--- src/rtl/des_cbc_chain_pkg.sv ---
// Shared constants and state encoding for the DES CBC chaining stage.
package des_pkg;

    localparam int unsigned DES_BLK_W   = 64;
    localparam int unsigned DES_ROUND_W = 4;
    localparam logic [DES_ROUND_W-1:0] DES_LAST_ROUND = 4'd15;

    typedef logic [DES_BLK_W-1:0] blk_t;

    typedef enum logic [1:0] {
        IDLE  = 2'd0,
        ROUND = 2'd1,
        HOLD  = 2'd2
    } state_t;

endpackage

--- src/rtl/des_cbc_chain_if.sv ---
// Block stream handshake between the RAM sequencer, the chaining stage and its consumer.
interface des_cbc_chain_if;
    import des_pkg::*;

    logic in_valid;
    logic in_ready;
    blk_t in_data;
    logic out_valid;
    logic out_ready;
    blk_t out_data;

    modport master (
        output in_valid, in_data, out_ready,
        input  in_ready, out_valid, out_data
    );

    modport slave (
        input  in_valid, in_data, out_ready,
        output in_ready, out_valid, out_data
    );

endinterface

--- src/rtl/des_cbc_chain.sv ---
// CBC/ECB chaining stage: feeds one block at a time through the DES core rounds
// and returns the chained result over a valid/ready handshake.
module des_cbc_chain
    import des_pkg::*;
#(
    parameter int unsigned BLK_W = DES_BLK_W,
    parameter int unsigned CNT_W = 16
) (
    input  logic                   clk1,
    input  logic                   reset,
    input  logic                   cbc_en,
    input  logic                   decrypt,
    input  logic [BLK_W-1:0]       iv,
    input  logic                   iv_load,
    des_cbc_chain_if.slave         bus,
    output logic [BLK_W-1:0]       des_in,
    output logic [DES_ROUND_W-1:0] des_round_sel,
    output logic                   des_decrypt,
    input  logic [BLK_W-1:0]       des_out,
    output logic                   busy,
    output logic [CNT_W-1:0]       blk_count,
    output logic                   iv_err
);

    state_t           state;
    state_t           state_nx;
    logic             accept;
    logic             last_round;
    logic             deliver;
    logic             m_dec;
    logic             m_cbc;
    logic [BLK_W-1:0] chain;
    logic [BLK_W-1:0] blk_in;
    logic [BLK_W-1:0] out_data;

    always_ff @(posedge clk1) begin
        if (reset) begin
            state <= IDLE;
        end else begin
            state <= state_nx;
        end
    end

    always_comb begin
        state_nx      = state;
        accept        = 1'b0;
        last_round    = 1'b0;
        deliver       = 1'b0;
        bus.in_ready  = 1'b0;
        bus.out_valid = 1'b0;
        bus.out_data  = out_data;
        busy          = (state != IDLE);
        des_decrypt   = m_dec;
        case (state)
            IDLE: begin
                // An IV load owns the chain register this cycle, so no block may enter.
                bus.in_ready = !iv_load && !reset;
                if (bus.in_valid && !iv_load && !reset) begin
                    accept   = 1'b1;
                    state_nx = ROUND;
                end
            end
            ROUND: begin
                if (des_round_sel == DES_LAST_ROUND) begin
                    last_round = 1'b1;
                    state_nx   = HOLD;
                end
            end
            HOLD: begin
                bus.out_valid = 1'b1;
                if (bus.out_ready) begin
                    deliver  = 1'b1;
                    state_nx = IDLE;
                end
            end
            default: state_nx = IDLE;
        endcase
    end

    always_ff @(posedge clk1) begin
        if (reset) begin
            m_dec         <= 1'b0;
            m_cbc         <= 1'b0;
            chain         <= '0;
            blk_in        <= '0;
            out_data      <= '0;
            des_in        <= '0;
            des_round_sel <= '0;
            blk_count     <= '0;
            iv_err        <= 1'b0;
        end else begin
            if (iv_load) begin
                if (state == IDLE) begin
                    chain <= iv;
                end else begin
                    iv_err <= 1'b1;
                end
            end

            if (accept) begin
                m_dec         <= decrypt;
                m_cbc         <= cbc_en;
                blk_in        <= bus.in_data;
                des_in        <= (cbc_en && !decrypt) ? (bus.in_data ^ chain) : bus.in_data;
                des_round_sel <= '0;
            end else if (state == ROUND && !last_round) begin
                des_round_sel <= des_round_sel + DES_ROUND_W'(1);
            end

            // Decrypt chains on the ciphertext that came in; encrypt chains on what goes out.
            if (last_round) begin
                if (m_dec) begin
                    out_data <= m_cbc ? (des_out ^ chain) : des_out;
                    if (m_cbc) begin
                        chain <= blk_in;
                    end
                end else begin
                    out_data <= des_out;
                    if (m_cbc) begin
                        chain <= des_out;
                    end
                end
            end

            if (deliver) begin
                blk_count <= blk_count + CNT_W'(1);
            end
        end
    end

endmodule
--- src/flat_wrapper.sv ---
// flat-port wrapper written by rule: the top's interface ports become plain ports
module des_cbc_chain_flat import des_pkg::*;
#(
    parameter int unsigned BLK_W = DES_BLK_W,
    parameter int unsigned CNT_W = 16
)
  (clk1, reset, cbc_en, decrypt, iv, iv_load, des_in, des_round_sel, des_decrypt, des_out, busy, blk_count, iv_err, bus_in_valid, bus_in_data, bus_out_ready, bus_in_ready, bus_out_valid, bus_out_data);
  des_cbc_chain_if bus_i ();
  input  logic clk1;
  input  logic reset;
  input  logic cbc_en;
  input  logic decrypt;
  input  logic [BLK_W-1:0] iv;
  input  logic iv_load;
  output logic [BLK_W-1:0] des_in;
  output logic [DES_ROUND_W-1:0] des_round_sel;
  output logic des_decrypt;
  input  logic [BLK_W-1:0] des_out;
  output logic busy;
  output logic [CNT_W-1:0] blk_count;
  output logic iv_err;
  input wire logic [$bits(bus_i.in_valid)-1:0] bus_in_valid;
  input wire logic [$bits(bus_i.in_data)-1:0] bus_in_data;
  input wire logic [$bits(bus_i.out_ready)-1:0] bus_out_ready;
  output wire logic [$bits(bus_i.in_ready)-1:0] bus_in_ready;
  output wire logic [$bits(bus_i.out_valid)-1:0] bus_out_valid;
  output wire logic [$bits(bus_i.out_data)-1:0] bus_out_data;
  assign bus_i.in_valid = bus_in_valid;
  assign bus_i.in_data = bus_in_data;
  assign bus_i.out_ready = bus_out_ready;
  assign bus_in_ready = bus_i.in_ready;
  assign bus_out_valid = bus_i.out_valid;
  assign bus_out_data = bus_i.out_data;
  des_cbc_chain #(.BLK_W(BLK_W), .CNT_W(CNT_W)) u_core (.clk1(clk1), .reset(reset), .cbc_en(cbc_en), .decrypt(decrypt), .iv(iv), .iv_load(iv_load), .bus(bus_i), .des_in(des_in), .des_round_sel(des_round_sel), .des_decrypt(des_decrypt), .des_out(des_out), .busy(busy), .blk_count(blk_count), .iv_err(iv_err));
endmodule
--- config.mk ---
export PLATFORM = sky130hd
export DESIGN_NAME = des_cbc_chain_flat
export DESIGN_NICKNAME = d
export VERILOG_FILES = /design/src/rtl/des_cbc_chain_pkg.sv /design/src/rtl/des_cbc_chain_if.sv /design/src/rtl/des_cbc_chain.sv /design/src/flat_wrapper.sv
export SDC_FILE = /design/constraint.sdc
export NUM_CORES = 1
export LEC_CHECK = 0
export ABC_AREA = 1
export CAP_MARGIN = 20
export CELL_PAD_IN_SITES_DETAIL_PLACEMENT = 1
export CELL_PAD_IN_SITES_GLOBAL_PLACEMENT = 1
export CORE_MARGIN = 3
export CORE_UTILIZATION = 37
export DETAILED_ROUTE_END_ITERATION = 16
export PLACE_DENSITY = 0.9
export SLEW_MARGIN = 20
export SYNTH_ARGS = -nofsm -noshare
export SYNTH_HDL_FRONTEND = slang
export SYNTH_SLANG_ARGS = --single-unit
--- constraint.sdc ---
create_clock -name clk1 -period 2.5 [get_ports clk1]
set_input_delay 0.5 -clock clk1 [delete_from_list [all_inputs] [get_ports clk1]]
set_output_delay 0.5 -clock clk1 [all_outputs]
set_load 0.02 [all_outputs]
Word level (Yosys, flattened, before mapping)
Index checks and enable logic that the tools add are counted.
- memories: 0
- register bits after elaboration: 281
- ROM bits: 0
- RAM bits: 0
- input port bits: 199
- logic and storage cells: 56
- output and inout port bits: 153
- bits in latches: 0
- div/mod/pow operators: 0
- add/sub/neg operators: 2
- muxes and demuxes: 21
- reduce and logical (&&, ||, !) cells: 14
- shift operators: 0
- multipliers: 0
- bitwise logic cells: 3
- order comparisons: 0
- equal/unequal tests: 6
- operators with widths (cell ; count):
    $mux W64 ; 9
    $xor A64 B64 Y64 ; 2
    $add A16 B1 Y16 const B ; 1
    $mux W1 ; 8
    $mux W2 ; 3
    $pmux W2 S3 ; 1
    $logic_and A1 B1 Y1 ; 5
    $add A4 B1 Y4 const B ; 1
    $eq A4 B4 Y1 const B ; 1
    $logic_not A1 Y1 ; 4
    $ne A2 B1 Y1 const B ; 2
    $reduce_and A3 Y1 ; 1
    $eq A2 B1 Y1 const B ; 1
    $eq A2 B2 Y1 const B ; 1
    $logic_not A2 Y1 ; 1
    $ne A2 B2 Y1 const B ; 1
    $reduce_and A2 Y1 ; 1
    $reduce_bool A2 Y1 ; 1
    $reduce_or A2 Y1 ; 1
    $not A1 Y1 ; 1

Logic depth before layout (Yosys ltp)
Gate-level depths: netlist of run 1.
- depth after elaboration: 6
- depth in mapped cells: 10
- mapped depth without buffers: 9

Least setup slack after synthesis of run 1
No wires, ideal clock.
- path type: in2out
- start: input iv_load
- end: output bus_in_ready
- path buffers: 3
- data required time: 2000 ps
- stages: 4
- arrival time: 1503 ps
- setup slack: 497 ps
- cells stage by stage: buf_2 buf_2 clkbuf_1 nor3_1
- longest elaborated chain between the ends: 3
- ends and longest elaborated chain (element ; line ; RTL):
    start: declaration ; flat_wrapper.sv:14 ; input logic iv_load;
    $logic_not A1 Y1 ; des_cbc_chain.sv:57 ; bus.in_ready = !iv_load && !reset;
    $logic_and A1 B1 Y1 ; des_cbc_chain.sv:57 ;
    $mux W1 ; des_cbc_chain.sv:54 ; case (state)
    end: declaration ; flat_wrapper.sv:25 ; output wire logic [$bits(bus_i.in_ready)-1:0] bus_in_ready;
Every way passes these cells.

Worst setup path in the final report of run 1
- start: register u_core.state[1]
- end: output busy
- longest elaborated chain between the ends: 1
- ends and longest elaborated chain (element ; line ; RTL):
    start: declaration ; des_cbc_chain.sv:25 ; state_t state;
    start signal: assignment ; des_cbc_chain.sv:40 ; state <= state_nx;
    $reduce_bool A2 Y1 ; des_cbc_chain.sv:52 ; busy = (state != IDLE);
    end: declaration ; flat_wrapper.sv:19 ; output logic busy;
Every way passes these cells.

==> flow_metrics.py, run 1 <==
metrics = {
    "clocking": {
        "buffer_type_at_the_clock_tree_root": "sky130_fd_sc_hd__clkbuf_16",
        "cts.htree.levels": 2,
        "path_clk_slew_ps": 60,
        "clock_insertion_delay_at_the_later_pin_of_the_skew_report_ps": 490,
        "cts.sinks": 281,
        "number_of_buffers_on_the_longest_clock_path": 3,
        "cts_hold_buf": 0,
        "cts.repair_timing.setup_buffer_count": 0,
        "cts_made_buffers": 35,
        "cts_tree": "done",
    },
    "cells_and_area": {
        "final_core_utilization": 0.5261,
        "drive_above_1_share": 0.04467,
        "finish.net_count": 2332,
        "synthToLayoutAreaGrowth_pct": 38.18,
    },
    "logic_synthesis": {
        "synthesis.yosys.warnings": 0,
        "postSynth.asyncResetShare": 0,
        "syn-cell-area_um2": 12960,
        "synth_net_count": 2045,
        "synth_top_family_by_area": "simple AND/OR/NAND/NOR gates",
        "postSynthAreaPerCell_um2": 7.027,
        "synthDominantCellAreaShare": 0.4341,
        "synth_most_common_cell": "sky130_fd_sc_hd__nand2_1",
        "synth_xor_xnor_area_share": 0.08989,
        "synth_top_cells_by_area": "sky130_fd_sc_hd__dfxtp_1 (43%), sky130_fd_sc_hd__nand2_1 (14%), sky130_fd_sc_hd__xor2_1 (8.9%), sky130_fd_sc_hd__nor2_1 (8.2%), sky130_fd_sc_hd__a21oi_1 (7.9%)",
        "synthSimpleGateAreaFrac": 0.2595,
        "post_synth_mux_area_share": 0,
        "postSynthRegisterBits": 281,
        "synth_ff_type": "sky130_fd_sc_hd__dfxtp_1",
        "synth-seq-area-share": 0.4341,
        "synthDistinctLibCells": 23,
        "synthTopCellsByCount": "sky130_fd_sc_hd__nand2_1 (490), sky130_fd_sc_hd__nor2_1 (283), sky130_fd_sc_hd__dfxtp_1 (281)",
        "post_synth_fa_ha_maj_area_fraction": 0.001931,
        "synth_largest_area_cell": "sky130_fd_sc_hd__dfxtp_1",
        "syn_inst": 1844,
        "edff_count_synth": 0,
        "synth_compound_gate_area_share": 0.1576,
    },
    "critical_path": {
        "kind_of_critical_path": "register to output port",
        "crit-reg2reg-launch": "u_core.state[1]",
        "worst_r2r_path_depth": 7,
        "slowest_stage": "sky130_fd_sc_hd__clkdlybuf4s50_1",
        "required_ps": 2000,
        "timing.critical_path.to_type": "output port",
        "worst_setup_path_start_kind": "register",
        "max_fo_critical_path": 4,
        "slack_of_the_worst_reg_to_reg_path_ps": 440,
        "cp_top_family": "buffers and inverters",
        "slowest_stage_delay_on_critical_path_ps": 610,
        "critical_path.reg2reg.endpoint": "u_core.des_in[29]",
        "arrival_ps": 1880,
        "worst-path-buf-inv": 3,
        "crit_path_cell_trace": "nor2_4, inv_1, buf_4, clkdlybuf4s50_1",
    },
    "global_route": {
        "via_count_of_the_first_global_routing_pass": 14790,
        "gr-usage-met3": 0.04809,
        "grt_first_pass_wirelength_mm": 80.45,
        "grt_start_max_net_pins": 130,
        "antenna_found_initial": 8,
        "grt_util_all_layers": 0.2717,
        "busiest_layer": "met2",
        "grt.met1_usage": 0.3289,
        "grt.met2_usage": 0.4710,
        "globalRouteOverflowTotal": 0,
    },
    "detailed_routing": {
        "detail_route.vias_per_cell": 5.288,
        "detailed_route_drc_error_count": 0,
        "drt.antenna.violating_nets": 0,
        "num_vias": 13790,
        "drt-wirelength-per-cell_um": 20.07,
        "detail_route.wirelength_mm": 52.33,
        "first_pass_iters": 5,
        "initialDrtViolationCount": 776,
    },
    "power_and_ir_drop": {
        "sw_frac_of_total": 0.2560,
        "power.switching_uw": 2812,
        "power.share.sequential": 0.433,
        "clock_power_share": 0.436,
        "power_leakage_uw": 0.007010,
        "power.combinational.fraction": 0.131,
        "vdd_ir_drop_max_uv": 361.6,
        "cell_internal_pwr_uw": 8173,
        "p_per_area_nw_per_um2": 613.5,
    },
    "timing": {
        "finalHoldViolCount": 0,
        "setup-tns-final_ps": 0,
        "timing.max_slew.rel_slack": 0.3998,
        "timing.final.crit_share": 0.9537,
        "rsz0062_at_grt": "false",
        "worst_clock_skew_ps": 11.98,
        "final_max_slew_viol_count": 0,
        "worst_slew_pin_slew_ps": 900.4,
        "achievable-frequency_ghz": 0.4194,
        "finalSetupViolCount": 0,
        "finalWorstPathRequiredPeriod_ps": 2384,
    },
    "hold_path": {
        "hold_path_end": "u_core.blk_in[59]",
        "worstHoldStart": "u_core.blk_in[59]",
        "holdPathStages": 2,
        "hold_wc_path_type": "register to register",
    },
    "outcome": {
        "outcome": "finished clean",
    },
    "floorplanning": {
        "design.portCount": 352,
        "core_um2": 34040,
        "floorplan.die.height_um": 193.1,
        "placement_rows": 67,
        "initial_utilization": 0.3807,
        "die_w_um": 193.1,
        "floorplan.die_area_um2": 37310,
    },
    "placed_design": {
        "place.gp.congestion": 0.8339,
        "detailed_place_hpwl_mm": 35.15,
        "io_buffer_count": 351,
    },
    "flow_run": {
        "drv.max_cap_violation_count": 0,
    },
}
==> worst max-delay path by stage <==
stage / startpoint / to / depth (start not counted)
final: u_core.state[1] / busy / 4
after detailed placement: iv_load / bus_in_ready / 3
after floorplan: iv_load / bus_in_ready / 4
after global routing: u_core.state[1] / bus_in_ready / 4
after global placement: iv_load / bus_in_ready / 3
after CTS: u_core.state[1] / bus_in_ready / 4
==> cell usage in the layout (no fill, tap or decap) <==
| cell type | netlist | layout |
|---|---|---|
| sky130_fd_sc_hd__inv_2 | 3 | 3 |
| sky130_fd_sc_hd__clkbuf_16 | 0 | 37 |
| sky130_fd_sc_hd__nand3_2 | 2 | 1 |
| sky130_fd_sc_hd__xnor2_1 | 1 | 1 |
| sky130_fd_sc_hd__dfxtp_1 | 281 | 279 |
| sky130_fd_sc_hd__nand3_1 | 73 | 73 |
| sky130_fd_sc_hd__nor2_1 | 283 | 283 |
| sky130_fd_sc_hd__o21ai_0 | 104 | 104 |
| sky130_fd_sc_hd__clkbuf_8 | 0 | 7 |
| sky130_fd_sc_hd__clkdlybuf4s50_1 | 0 | 348 |
| sky130_fd_sc_hd__o21ai_1 | 93 | 93 |
| sky130_fd_sc_hd__nor2_4 | 0 | 4 |
| sky130_fd_sc_hd__buf_2 | 44 | 1 |
| sky130_fd_sc_hd__xor2_1 | 132 | 132 |
| sky130_fd_sc_hd__or2_2 | 1 | 1 |
| sky130_fd_sc_hd__dlygate4sd2_1 | 0 | 1 |
| sky130_fd_sc_hd__inv_6 | 0 | 3 |
| sky130_fd_sc_hd__o21a_1 | 1 | 1 |
| sky130_fd_sc_hd__nand4_1 | 3 | 3 |
| sky130_fd_sc_hd__o21bai_1 | 3 | 3 |
| sky130_fd_sc_hd__a21oi_1 | 205 | 205 |
| sky130_fd_sc_hd__nand3_4 | 0 | 1 |
| sky130_fd_sc_hd__buf_12 | 0 | 11 |
| sky130_fd_sc_hd__buf_4 | 21 | 22 |
| sky130_fd_sc_hd__nand2_2 | 0 | 1 |
| sky130_fd_sc_hd__ha_1 | 2 | 2 |
| sky130_fd_sc_hd__dfxtp_2 | 0 | 2 |
| sky130_fd_sc_hd__inv_1 | 25 | 23 |
| sky130_fd_sc_hd__nor3_1 | 4 | 4 |
| sky130_fd_sc_hd__nand2_1 | 490 | 489 |
| sky130_fd_sc_hd__diode_2 | 0 | 10 |
| sky130_fd_sc_hd__clkbuf_1 | 55 | 9 |
| sky130_fd_sc_hd__nor2_2 | 5 | 1 |
| sky130_fd_sc_hd__clkinv_2 | 0 | 1 |
==> tightest hold or removal path: cells and delay by family, from the launching register on <==
family / cells / cell delay, ps
flip-flops: 1 / 300
AND/OR/NAND/NOR: 1 / 60
AO/OA/AOI/OAI: 1 / 50
==> power by group through the flow <==
stage,Combinational [uW],Clock (uW),Sequential [uW]
after floorplan,615,0,4880
after global placement,1380,0,4840
after detailed placement,1430,0,4840
after CTS,1440,4860,4750
after global routing,1560,5050,4770
final,1440,4790,4750
==> repair_timing <==
action                     4_1_cts  5_1_grt
pin swaps                        0        0
setup endpoints to repair        1        1
resized for setup                1        1
==> layout make-up <==
type	count	area, um^2
fill	4286	16130
multi-input combinational	1402	6625
sequential	281	5628
timing repair buffer	383	3882
clock buffer	53	1056
tap	448	560.5
inverter	28	115.1
antenna	10	25.02
clock inverter	2	13.76
==> cell families after synthesis <==
kind of cell               count (synthesis)
and+or+nand+nor                          861
AOI/OAI and AO/OA                        406
DFF                                      281
buffers and inverters                    161
xor gates and xnor gates                 133
adders and majority gates                  2
==> flip-flops by register name, indices dropped and copies added, names as in the netlist <==
| signal | cells |
|---|---|
| u_core.iv_err | 1 |
| u_core.chain | 64 |
| u_core.state | 2 |
| u_core.blk_count | 16 |
| u_core.m_cbc | 1 |
| u_core.des_decrypt | 1 |
| u_core.bus.out_data | 64 |
| u_core.des_round_sel | 4 |
| u_core.blk_in | 64 |
| u_core.des_in | 64 |
==> per-layer routing <==
metal | up-vias | wire [um]
met2 | 466 | 25690
met5 | - | 23
met1 | 6673 | 21570
li1 | 6511 | -
met3 | 133 | 2955
met4 | 4 | 2088
==> per-stage QoR <==
stage	hold slack (ps)	total power, uW	std cells	setup WS (ps)	area (um^2)
global route	486.8	11380	2603	57.77	17900
floorplan	445.7	5493	1844	497.4	12960
CTS	464.5	11060	2597	24.50	17880
detailed placement	455.9	6273	2542	211.7	16810
finish	463.4	10990	2607	115.8	17910
global placement	452.5	6220	2542	153.5	16810
Power figures use the tool's default switching activity.
==> run 2, diff against run 1 <==
==> constraint.sdc (replaced) <==
create_clock -name clk1 -period 3 [get_ports clk1]
set_input_delay 0.6 -clock clk1 [delete_from_list [all_inputs] [get_ports clk1]]
set_output_delay 0.6 -clock clk1 [all_outputs]
set_load 0.02 [all_outputs]
==> run 2 against run 1 <==
Net effect:
- wire length down 0.19%
- clock power down 15%
- global-route usage down 0.072 points
- sequential share of layout area up 0.13 points
- setup slack better by 310 ps
- flip-flop and latch count unchanged
- combinational power down 17%
- first-iteration DRC count down 7.9%
- via count down 0.50%
- final cell count down 0.12%
- hold slack worse by 48 ps
- die area unchanged
- largest cell class unchanged
==> flow_metrics.py, run 2 (synthesis results as in run 1) <==
metrics = {
    "flow_run": {
        "drv.max_cap_violation_count": 0,
    },
    "power_and_ir_drop": {
        "vdd_ir_drop_max_uv": 451.0,
        "power.share.sequential": 0.429,
        "sw_frac_of_total": 0.2556,
        "p_total_uw": 9229,
        "power.switching_uw": 2359,
        "power_leakage_uw": 0.006986,
        "p_per_area_nw_per_um2": 517.7,
        "cell_internal_pwr_uw": 6870,
        "clock_power_share": 0.441,
        "power.combinational.fraction": 0.130,
    },
    "critical_path": {
        "arrival_ps": 1970,
        "required_ps": 2400,
        "worst_setup_path_start_kind": "register",
        "max_fo_critical_path": 4,
        "timing.critical_path.to_type": "output port",
        "kind_of_critical_path": "register to output port",
    },
    "cells_and_area": {
        "most_frequent_cells_in_the_layout": "sky130_fd_sc_hd__nand2_1 (489), sky130_fd_sc_hd__clkdlybuf4s50_1 (348), sky130_fd_sc_hd__nor2_1 (283)",
        "multi_input_comb_area_um2": 6625,
        "drive_above_1_share": 0.04291,
        "synthToLayoutAreaGrowth_pct": 37.58,
        "fillCellCount": 4278,
        "mostFrequentLayoutCell": "sky130_fd_sc_hd__nand2_1",
        "ff_latch_area_um2": 5627,
        "final_core_utilization": 0.5238,
        "finish.net_count": 2322,
    },
    "timing": {
        "finalWorstPathRequiredPeriod_ps": 2571,
        "rsz0062_at_grt": "false",
        "finalHoldViolCount": 0,
        "timing.final.crit_share": 0.8572,
        "final_max_slew_viol_count": 0,
        "setup-tns-final_ps": 0,
        "timing.max_slew.rel_slack": 0.4206,
        "worst_slew_pin_slew_ps": 867.8,
        "achievable-frequency_ghz": 0.3889,
        "finalSetupViolCount": 0,
        "worst_clock_skew_ps": 16.37,
    },
    "global_route": {
        "grt_util_all_layers": 0.2710,
        "grt_first_pass_wirelength_mm": 80.59,
        "globalRouteOverflowTotal": 0,
        "grt_start_max_net_pins": 130,
        "via_count_of_the_first_global_routing_pass": 14650,
        "antenna_found_initial": 9,
    },
    "detailed_routing": {
        "num_vias": 13720,
        "detailed_route_drc_error_count": 0,
        "initialDrtViolationCount": 715,
        "detail_route.vias_per_cell": 5.268,
        "first_pass_iters": 5,
        "drt.antenna.violating_nets": 0,
        "drt-wirelength-per-cell_um": 20.06,
        "detail_route.wirelength_mm": 52.23,
    },
    "clocking": {
        "clock_insertion_delay_at_the_later_pin_of_the_skew_report_ps": 560,
        "cts.sinks": 281,
        "cts_made_buffers": 31,
        "number_of_buffers_on_the_longest_clock_path": 3,
        "path_clk_slew_ps": 60,
        "cts.repair_timing.setup_buffer_count": 0,
        "cts.htree.levels": 1,
        "cts_tree": "done",
        "buffer_type_at_the_clock_tree_root": "sky130_fd_sc_hd__clkbuf_16",
    },
    "placed_design": {
        "place.gp.congestion": 0.8723,
        "io_buffer_count": 351,
        "detailed_place_hpwl_mm": 34.70,
    },
    "hold_path": {
        "hold_wc_path_type": "primary input to register",
    },
    "outcome": {
        "outcome": "finished clean",
    },
    "floorplanning": {
        "placement_rows": 67,
        "floorplan.die_area_um2": 37310,
        "core_um2": 34040,
        "floorplan.die.height_um": 193.1,
        "die_w_um": 193.1,
        "initial_utilization": 0.3807,
        "design.portCount": 352,
    },
}
## run 2: changes by cell type in the layout (fill, tap and decap cells not counted)
cell	previous run	this run
sky130_fd_sc_hd__dlygate4sd2_1	1	0
sky130_fd_sc_hd__buf_12	11	7
sky130_fd_sc_hd__clkbuf_1	9	7
sky130_fd_sc_hd__clkinv_2	1	4
sky130_fd_sc_hd__inv_6	3	2
sky130_fd_sc_hd__diode_2	10	12
sky130_fd_sc_hd__clkbuf_8	7	10
sky130_fd_sc_hd__dfxtp_2	2	1
sky130_fd_sc_hd__dlymetal6s2s_1	0	1
sky130_fd_sc_hd__dfxtp_1	279	280
sky130_fd_sc_hd__clkbuf_16	37	31
sky130_fd_sc_hd__bufinv_16	0	4
sky130_fd_sc_hd__buf_4	22	20
## run 2: repair_timing
action	4_1_cts	5_1_grt
setup endpoints to repair	0	1
resized for setup	0	1
hold buffers	0	0
## run 2: through the flow
stage	setup WS (ps)	hold slack [ps]	std cells	cell area (um^2)
3_3_place_gp	564.9	452.1	2536	16720
3_5_place_dp	571.0	458.0	2536	16720
4_1_cts	41.21	397.2	2592	17800
2_1_floorplan	797.4	445.7	1844	12960
5_1_grt	378.0	402.5	2601	17820
6_report	428.5	415.6	2604	17830
## run 2: final timing paths
kind	start	endpoint	slack, ps	cells after the start
max	u_core.state[1]	busy	430	3
min	reset	u_core.iv_err	420	2
max reg2reg	u_core.des_round_sel[0]	u_core.chain[33]	630	9
min reg2reg	u_core.blk_in[63]	u_core.blk_in[63]	470	2
## run 2: routing by layer
| layer | up-vias | track usage | share of wire |
|---|---|---|---|
| met2 | 444 | 0.4640 | 0.48 |
| met5 | - | 0 | 0.00025 |
| met1 | 6655 | 0.3395 | 0.42 |
| met3 | 118 | 0.03815 | 0.054 |
| met4 | 2 | 0.1210 | 0.043 |
| li1 | 6499 | - | - |
## run 2: power by group through the flow
stage                     clock network (uW)  registers, uW  logic [uW]
after detailed placement                   0           4040        1180
after floorplan                            0           4070         512
after global placement                     0           4030        1140
final                                   4070           3960        1200
after global routing                    4310           3970        1290
after CTS                               4120           3960        1200
## run 2: area by class of cell
cell class,count,share of cell area
flip-flops and latches,281,0.3156
repair buffers,377,0.2126
clock inverters,8,0.007860
inverters,28,0.006457
multi-input cells,1402,0.3716
well taps,448,0.03144
clock buffers,48,0.05271
diodes,12,0.001684
## run 2: critical path, stage by stage, from the launching register on
cell and delay (ps):
sky130_fd_sc_hd__dfxtp_1 370, sky130_fd_sc_hd__nor2_4 290, sky130_fd_sc_hd__inv_1 140, sky130_fd_sc_hd__clkdlybuf4s50_1 610
==> run 3, diff against run 2 <==
--- a/config.mk
+++ b/config.mk
@@ -6,13 +6,14 @@
 export NUM_CORES = 1
 export LEC_CHECK = 0
 export ABC_AREA = 1
-export CAP_MARGIN = 20
+export CAP_MARGIN = 15
 export CELL_PAD_IN_SITES_DETAIL_PLACEMENT = 1
 export CELL_PAD_IN_SITES_GLOBAL_PLACEMENT = 1
 export CORE_MARGIN = 3
 export CORE_UTILIZATION = 37
 export DETAILED_ROUTE_END_ITERATION = 16
 export PLACE_DENSITY = 0.9
+export REMOVE_ABC_BUFFERS = 1
 export SLEW_MARGIN = 20
 export SYNTH_ARGS = -nofsm -noshare
 export SYNTH_HDL_FRONTEND = slang
==> run 3 against run 2 <==
Net effect:
- power down 1.5%
- hold slack worse by 1.4 ps
- count of clock-buffer cells in the layout up 4
- largest cell class unchanged
- first-iteration DRC count up 8.5%
- highest routed layer unchanged
- flip-flop and latch count unchanged
- setup slack worse by 280 ps
- clock skew down 6.5 ps
- largest power group is now sequential cells
==> flow_metrics.py, run 3 (synthesis results as in run 1) <==
metrics = {
    "clocking": {
        "cts.htree.levels": 2,
        "cts_made_buffers": 34,
        "cts_hold_buf": 0,
        "number_of_buffers_on_the_longest_clock_path": 3,
        "cts_tree": "done",
        "cts.sinks": 281,
        "clock_insertion_delay_at_the_later_pin_of_the_skew_report_ps": 500,
        "post_cts.resized_instances": 0,
        "path_clk_slew_ps": 60,
        "cts.repair_timing.setup_buffer_count": 0,
        "buffer_type_at_the_clock_tree_root": "sky130_fd_sc_hd__clkbuf_16",
    },
    "power_and_ir_drop": {
        "power_leakage_uw": 0.006955,
        "vdd_ir_drop_max_uv": 337.0,
        "p_per_area_nw_per_um2": 510.4,
    },
    "outcome": {
        "outcome": "finished clean",
    },
    "timing": {
        "worst_clock_skew_ps": 9.911,
        "timing.final.crit_share": 0.9489,
        "rsz0062_at_grt": "false",
        "finalSetupViolCount": 0,
        "achievable-frequency_ghz": 0.3513,
        "finalWorstPathRequiredPeriod_ps": 2847,
        "final_max_slew_viol_count": 0,
        "timing.max_slew.rel_slack": 0.3267,
        "worst_slew_pin_slew_ps": 1010,
        "finalHoldViolCount": 0,
    },
    "critical_path": {
        "required_ps": 2400,
        "timing.critical_path.to_type": "output port",
        "worst_setup_path_start_kind": "register",
        "crit_path_cell_trace": "nor2_4, inv_1, nor3_1, clkdlybuf4s50_1",
        "slowest_stage": "sky130_fd_sc_hd__clkdlybuf4s50_1",
        "kind_of_critical_path": "register to output port",
        "max_fo_critical_path": 4,
        "slack_of_the_worst_reg_to_reg_path_ps": 660,
        "crit-reg2reg-launch": "u_core.state[1]",
        "cp_top_family": "buffers and inverters",
        "arrival_ps": 2250,
        "worst-path-buf-inv": 2,
        "worst_r2r_path_depth": 7,
        "slowest_stage_delay_on_critical_path_ps": 720,
        "critical_path.reg2reg.endpoint": "u_core.chain[14]",
    },
    "cells_and_area": {
        "drive_above_1_share": 0.04103,
        "final_area_um2": 17800,
        "mostFrequentLayoutCell": "sky130_fd_sc_hd__nand2_1",
        "final_core_utilization": 0.5231,
        "fillCellCount": 4244,
        "most_frequent_cells_in_the_layout": "sky130_fd_sc_hd__nand2_1 (489), sky130_fd_sc_hd__clkdlybuf4s50_1 (349), sky130_fd_sc_hd__nor2_1 (283)",
        "synthToLayoutAreaGrowth_pct": 37.39,
        "finish.net_count": 2327,
    },
    "floorplanning": {
        "floorplan.die.height_um": 193.1,
        "initial_utilization": 0.3807,
        "core_um2": 34040,
        "placement_rows": 67,
        "floorplan.die_area_um2": 37310,
        "design.portCount": 352,
        "die_w_um": 193.1,
    },
    "hold_path": {
        "holdPathStages": 2,
        "hold_path_end": "u_core.blk_in[11]",
        "worstHoldStart": "reset",
        "hold_wc_path_type": "primary input to register",
    },
    "global_route": {
        "grt_start_max_net_pins": 130,
        "globalRouteOverflowTotal": 0,
        "via_count_of_the_first_global_routing_pass": 15210,
        "grt_util_all_layers": 0.2737,
        "grt_first_pass_wirelength_mm": 81.00,
        "antenna_found_initial": 6,
    },
    "placed_design": {
        "place.gp.congestion": 0.8218,
        "io_buffer_count": 351,
        "detailed_place_hpwl_mm": 33.86,
        "detailed_place.area_um2": 16750,
    },
    "detailed_routing": {
        "detailed_route_drc_error_count": 0,
        "detail_route.wirelength_mm": 52.58,
        "first_pass_iters": 4,
        "num_vias": 13790,
        "initialDrtViolationCount": 776,
        "drt.antenna.violating_nets": 0,
        "drt-wirelength-per-cell_um": 20.22,
        "detail_route.vias_per_cell": 5.305,
    },
    "flow_run": {
        "drv.max_cap_violation_count": 0,
    },
}
[run 3: per-layer routing]
layer  share of wire  wire, um  GRT usage
met1            0.41     21620     0.3217
met5         0.00057        30          0
met2            0.49     25910     0.4818
met3           0.065      3396    0.06165
met4           0.031      1624     0.1127
[run 3: cell type report]
| type | instances | area, um^2 | share of cell area |
|---|---|---|---|
| Antenna cell | 7 | 17.52 | 0.0009839 |
| Clock buffer | 52 | 1012 | 0.05686 |
| Clock inverter | 3 | 20.02 | 0.001124 |
| Inverter | 28 | 115.1 | 0.006466 |
| Multi-Input combinational cell | 1402 | 6630 | 0.3724 |
| Sequential cell | 281 | 5629 | 0.3162 |
| Tap cell | 448 | 560.5 | 0.03149 |
| Timing Repair Buffer | 379 | 3819 | 0.2145 |
[run 3: where the power goes]
group	total [uW]	internal (uW)	switching [uW]
sequential	3960	3860	96.9
clock	3940	2310	1620
combinational	1190	535	656
[run 3: worst reg2reg max path: cells and delay by family (launching register included)]
kind                   cells  cell delay, ps
AND/OR/NAND/NOR            6            1430
flip-flops                 1             370
buffers and inverters      1             440
[run 3: worst max path at each step]
stage / startpoint / end / slack [ps] / depth (start not counted)
after floorplan: u_core.des_round_sel[0] / u_core.chain[0] / -2750 / 8
after global placement: reset / bus_in_ready / 490 / 3
after detailed placement: reset / bus_in_ready / 490 / 3
after CTS: u_core.state[1] / bus_in_ready / 130 / 4
after global routing: u_core.state[1] / bus_in_ready / 130 / 4
final: u_core.state[1] / bus_in_ready / 150 / 4
[run 3: stage by stage]
step           total power (uW)  TNS [ps]  std cells  hold WS [ps]  setup slack [ps]
5_1_grt                    9392         0       2596         411.3             125.5
3_5_place_dp               5213         0       2538         457.5             487.3
2_1_floorplan              4533   -478010       1711         439.7             -2747
3_3_place_gp               5166         0       2538         451.3             487.0
4_1_cts                    9155         0       2593         400.6             133.5
6_report                   9087         0       2600         414.2             153.2
